## src/rtl/div3_seq_ctrl.sv

```systemverilog
// div3_seq_ctrl: sequential unsigned divide-by-3 of a 16-bit operand.
// One radix-4 step per cycle, MSB digit first, valid/ready on both sides.
// Optional feature macro: DIV3_SKIP_LEADING_ZERO_EN (skip leading zero digits).
module div3_seq_ctrl (
    input  logic        clk,
    input  logic        rst,
    input  logic        in_valid,
    output logic        in_ready,
    input  logic [15:0] dividend,
    output logic        out_valid,
    input  logic        out_ready,
    output logic [15:0] quotient,
    output logic [1:0]  remainder,
    output logic        busy
);

    typedef enum logic [1:0] {
        S_IDLE = 2'd0,
        S_RUN  = 2'd1,
        S_DONE = 2'd2
    } state_t;

    state_t      r_state;
    state_t      w_next;

    logic [15:0] r_shift;
    logic [15:0] r_quot;
    logic [1:0]  r_rem;
    logic [3:0]  r_cnt;

    logic        w_accept;
    logic [1:0]  w_qd;
    logic [1:0]  w_rd;
    logic [15:0] w_load_shift;
    logic [3:0]  w_load_cnt;

    assign w_accept  = in_valid & in_ready;
    assign quotient  = r_quot;
    assign remainder = r_rem;

    // Radix-4 step: v = 4*rem + digit, q = v/3, r = v mod 3 (rem=3 never occurs)
    always_comb begin
        w_qd = '0;
        w_rd = '0;
        case ({r_rem, r_shift[15:14]})
            4'd0:  begin w_qd = 2'd0; w_rd = 2'd0; end
            4'd1:  begin w_qd = 2'd0; w_rd = 2'd1; end
            4'd2:  begin w_qd = 2'd0; w_rd = 2'd2; end
            4'd3:  begin w_qd = 2'd1; w_rd = 2'd0; end
            4'd4:  begin w_qd = 2'd1; w_rd = 2'd1; end
            4'd5:  begin w_qd = 2'd1; w_rd = 2'd2; end
            4'd6:  begin w_qd = 2'd2; w_rd = 2'd0; end
            4'd7:  begin w_qd = 2'd2; w_rd = 2'd1; end
            4'd8:  begin w_qd = 2'd2; w_rd = 2'd2; end
            4'd9:  begin w_qd = 2'd3; w_rd = 2'd0; end
            4'd10: begin w_qd = 2'd3; w_rd = 2'd1; end
            4'd11: begin w_qd = 2'd3; w_rd = 2'd2; end
            default: begin w_qd = '0; w_rd = '0; end
        endcase
    end

`ifdef DIV3_SKIP_LEADING_ZERO_EN
    logic [3:0] w_lz;
    logic       w_found;

    // Count leading all-zero digits; those contribute q=0, r=0 and are pre-shifted away
    always_comb begin
        w_lz    = '0;
        w_found = 1'b0;
        for (int unsigned i = 0; i < 8; i++) begin
            if (!w_found && (dividend[15 - 2*i -: 2] == 2'b00)) begin
                w_lz = w_lz + 4'd1;
            end else begin
                w_found = 1'b1;
            end
        end
        w_load_shift = dividend << {w_lz, 1'b0};
        w_load_cnt   = 4'd8 - w_lz;
    end
`else
    // Full-length run: all 8 digits processed
    always_comb begin
        w_load_shift = dividend;
        w_load_cnt   = 4'd8;
    end
`endif

    // State register
    always_ff @(posedge clk) begin
        if (rst) begin
            r_state <= S_IDLE;
        end else begin
            r_state <= w_next;
        end
    end

    // Next-state logic
    always_comb begin
        w_next = r_state;
        case (r_state)
            S_IDLE: begin
                if (w_accept) begin
                    w_next = (w_load_cnt == 4'd0) ? S_DONE : S_RUN;
                end
            end
            S_RUN: begin
                if (r_cnt == 4'd1) begin
                    w_next = S_DONE;
                end
            end
            S_DONE: begin
                if (out_ready) begin
                    w_next = S_IDLE;
                end
            end
            default: w_next = S_IDLE;
        endcase
    end

    // Handshake and status outputs, decoded from the state register only
    always_comb begin
        in_ready  = 1'b0;
        out_valid = 1'b0;
        busy      = 1'b0;
        case (r_state)
            S_IDLE: in_ready = 1'b1;
            S_RUN:  busy = 1'b1;
            S_DONE: begin
                out_valid = 1'b1;
                busy      = 1'b1;
            end
            default: in_ready = 1'b0;
        endcase
    end

    // Datapath: load on accept, one digit per RUN cycle, hold in DONE
    always_ff @(posedge clk) begin
        if (rst) begin
            r_shift <= '0;
            r_quot  <= '0;
            r_rem   <= '0;
            r_cnt   <= '0;
        end else begin
            case (r_state)
                S_IDLE: begin
                    if (w_accept) begin
                        r_shift <= w_load_shift;
                        r_quot  <= '0;
                        r_rem   <= '0;
                        r_cnt   <= w_load_cnt;
                    end
                end
                S_RUN: begin
                    r_quot  <= {r_quot[13:0], w_qd};
                    r_rem   <= w_rd;
                    r_shift <= {r_shift[13:0], 2'b00};
                    r_cnt   <= r_cnt - 4'd1;
                end
                default: begin
                end
            endcase
        end
    end

endmodule

```

## config.mk

```make
export PLATFORM = sky130hd
export DESIGN_NAME = div3_seq_ctrl
export DESIGN_NICKNAME = d
export VERILOG_FILES = /design/src/rtl/div3_seq_ctrl.sv
export SDC_FILE = /design/constraint.sdc
export NUM_CORES = 1
export LEC_CHECK = 0
export ABC_CLOCK_PERIOD_IN_PS = 5600
export CAP_MARGIN = 40
export CORE_ASPECT_RATIO = 1.2
export CORE_MARGIN = 5
export CORE_UTILIZATION = 45
export CTS_CLUSTER_DIAMETER = 150
export DETAILED_ROUTE_END_ITERATION = 10
export PLACE_DENSITY = 0.71
export SYNTH_ARGS = -nofsm -noshare
export SYNTH_HDL_FRONTEND = slang
export SYNTH_SLANG_ARGS = --single-unit
```

## constraint.sdc

```tcl
create_clock -name clk -period 5.6 [get_ports clk]
set_input_delay 1.4 -clock clk [delete_from_list [all_inputs] [get_ports clk]]
set_output_delay 1.4 -clock clk [all_outputs]
set_load 0.02 [all_outputs]
```

# Yosys cells after proc, flatten, opt, wreduce, memory -nomap -nowiden
# Memories as Yosys holds them, arrays and structs flattened. A register that Yosys moved wholly into a read port is not among the register bits.
# Cells that the tools add are included.
dict set report op_classes {
  addsub 1
  n_eq_ne 6
  muxes 17
  bitwise_logic 1
  n_reduce_logical 5
}
# cell count
set ops {}
lappend ops {{$pmux 16 s2} 2}
lappend ops {{$mux 16} 2}
lappend ops {{$mux 4} 3}
lappend ops {{$mux 2} 4}
lappend ops {{$pmux 4 s2} 1}
lappend ops {{$ne 2x2->1 const B} 3}
lappend ops {{$pmux 2 s3} 1}
lappend ops {{$eq 4x1->1 const B} 1}
lappend ops {{$pmux 2 s2} 1}
lappend ops {{$sub 4x1->4 const B} 1}
lappend ops {{$mux 1} 3}
lappend ops {{$reduce_and 3->1} 1}
lappend ops {{$eq 2x1->1 const B} 1}
lappend ops {{$eq 2x2->1 const B} 1}
lappend ops {{$logic_not 2->1} 1}
lappend ops {{$reduce_and 2->1} 1}
lappend ops {{$reduce_bool 2->1} 1}
lappend ops {{$reduce_or 2->1} 1}
lappend ops {{$and 1x1->1} 1}
dict set report word_totals {
  reg_bits 40
  romBits 64
  input_bits 20
  out_inout_bits 21
  word_cells 36
  n_memories 1
}
# memory words width read_ports rd_clocked_by_memory_dff write_ports line_no
set memory_table {}
lappend memory_table {{(no name shown)} 16 4 1 1 0 45} ;# case ({r_rem, r_shift[15:14]})

# Logic depth before layout (Yosys ltp)
dict set report depth {
  depth_word 7
  depth_mapped 10
}

# Worst setup path before layout
# Ideal clock, no wire load.
dict set report synth_timing {
  path_kind {input-to-reg}
  start {in rst}
  end {reg w_rd[1] (netlist name)}
  arrival_ps 2773
  required_ps 5508
  setup_slack_ps 2735
  stages 7
  n_path_buf 2
  path_cell_list {clkbuf_1 clkbuf_1 a211oi_1 inv_1 ha_1 and2_1 o32ai_1}
}
# element line_no
set synth_lines {}
lappend synth_lines {{start: declaration} 6} ;# input logic rst,

==> run summary <==
Status: finished, final reports clean
Final setup viols: 0
Crit path from: in_valid
First-pass GRT wire length: 6800 um
Initial antenna violation count: 0
Total length of routed wires: 3840 um
Nets: 269
Total GRT Usage: 14.6%
Total grt overflow: 0
Max-Cap Viols: 0
Tot Pwr: 0.00106 W
RSZ-0062 raised after global routing: no
Top Ports: 41
Die area: 5700 um2
Hold Path Cell Cnt: 2
Leak: 0.906 nW
Gates resized, CTS repair: 0
Fmax: 270 MHz
CP Data Required Time: 5.81 ns
Worst Hold Class: reg -> reg
Met3 GRT Util: 4.16%
Place WS: 1.60 ns
Critical path class: in -> reg
Asr flop ratio synth: 0%
Die width: 69.7 um
Dpl hpwl: 2660 um
Slew Limit Fails: 0
Port bufs: 40
Netlist cell types: 33
Post-Syn Area per Cell: 9.45 um2
Max Root-Sink Buffers: 2
Starting Density: 45.9%
Tmin final: 3.71 ns
CP Launch Type: input pin
Vias in the first global route: 1,501
Most used routing layer: met2
Maximum number of pins on one net before global-route repair: 37
Setup bufs post-CTS: 0
P&R area growth vs syn: 29.2%
Fin Setup TNS: 0 ns
Placed insts: 288
Clock transition at path regs: 0.08 ns
Worst VDD drop: 0.000252 V
Max-slew headroom: 47.1%
Number of synthesized flops with an enable pin: 0
Total of fill cells in the finished design: 361
Grt met2 use: 26.1%
Met1 capacity usage during global routing: 16.9%
Hold buffer count at CTS: 0
Final Hold Viols: 0
Rows: 26
Clock sink count: 44
Flops & latches, synth: 44
DRC: 0
Post-Syn Area: 1930 um2
Multi-input gate area: 953 um2
Final Skew: 0.00404 ns
Vias/cell: 5.23
Layout cell share with drive strength beyond 1: 6.25%
WL per Instance: 13.0 um
Die H: 81.7 um
Worst-Skew Late Latency: 0.29 ns
Final hold slack: 0.465 ns
Core Area: 4200 um2
Yosys warnings: 0
Root Driver: clkbuf_8
Pre-Repair DR Iteration Count: 4
R2R Path Start: r_state[1]
Slew at the pin with the worst max-slew slack: 0.776 ns
PnR worst setup slack: 1.89 ns
Antenna diodes: 0
Post-route ant nets: 0
Syn Nets: 234
Reg2reg path depth: 9
HP Start: r_shift[0]
Top_reg_cell synth: dfxtp_1
Register area: 881 um2
CTS buffer count: 5
Starting DRT DRC Count: 117
CP endpoint kind: flop
H-tree depth: 2
Crit Path Max Fanout: 36
Gp weighted congestion: 0.769
Vias after detailed routing: 1,549
Crit share post-route: 66.2%
Gate count of the mapped netlist: 204
Pwr/cell area: 426 nW/um2
CTS tree: done
Non-Filler Instances: 296
Register area share after synthesis: 45.7%
Worst Path Arrival: 3.92 ns
## routing by layer
layer,up-vias,part of all wire [%]
li1,795,-
met1,708,47
met2,38,46
met3,8,5.8
met4,0,1.4
met5,-,0
## registers in the layout (all words and copies together) (netlist names)
register / count
quotient: 16
r_cnt: 4
remainder: 2
r_state: 2
w_qd: 2
w_rd: 2
r_shift: 16
## synthesized netlist by cell type, types with 2 or more instances
master | count | area (um2)
ha_1 | 10 | 125
a211oi_1 | 14 | 105
buf_2 | 2 | 10.0
buf_1 | 3 | 11.3
a21oi_1 | 9 | 45.0
inv_1 | 9 | 33.8
nand3_1 | 2 | 10.0
mux2i_1 | 16 | 160
and2_1 | 2 | 12.5
nand2_1 | 10 | 37.5
o32ai_1 | 2 | 17.5
nor2_1 | 33 | 124
a22oi_1 | 16 | 120
dfxtp_1 | 44 | 881
clkbuf_1 | 10 | 37.5
mux2_2 | 2 | 22.5
nand3b_1 | 4 | 30.0
## per-stage QoR
| stage | util, % | cell area (um2) |
|---|---|---|
| floorplan | - | 1930 |
| finish | 59.3 | 2490 |
| global route | 59.3 | 2490 |
| detailed placement | 56.7 | 2380 |
| CTS | 59.3 | 2490 |
| global placement | 55.9 | 2350 |
## layout make-up
class	instances	area share [%]
Clock buffer	6	2.92
Clock inverter	2	1.41
Tap cell	56	2.82
Inverter	9	1.36
Timing Repair Buffer	43	17.8
Sequential cell	44	35.4
Multi-Input combinational cell	136	38.3
## critical path, stage by stage
cell and delay (ns):
clkdlybuf4s50_1 0.54, mux2_2 0.61, nor2_1 0.15, a211oi_1 0.41
inv_1 0.12, ha_1 0.33, and2_1 0.15, o32ai_1 0.20
## placed cells by master (no fill, tap or decap), types with 9 or more instances in the layout
cell type,Yosys,final
nand2_1,10,10
nor2_1,33,33
a21oi_1,9,9
mux2i_1,16,16
ha_1,10,10
inv_1,9,9
a211oi_1,14,14
dfxtp_1,44,44
a22oi_1,16,16
clkdlybuf4s50_1,0,40
## power by group
part           internal, W  switching [W]  leakage [nW]
logic             0.000184       0.000233         0.491
registers         0.000373      0.0000340         0.359
clock network     0.000132       0.000104        0.0552
total             0.000690       0.000371         0.906
## path summary, 6_finish.rpt
path	endpoint	slack, ns
min	r_shift[0]	0.46
max reg2reg	w_rd[1]	2.68
min reg2reg	r_shift[0]	0.46
max	w_rd[1]	1.89
## cell families after synthesis
kind of cell               count (synthesis)  synth area share, %
muxes                                     20                 11.4
buffers and inverters                     24                 4.81
and+or+nand+nor                           56                 13.0
adders and majority gates                 10                 6.49
DFF                                       44                 45.7
AOI/OAI and AO/OA                         50                 18.6
(Power assumes the default switching activity.)
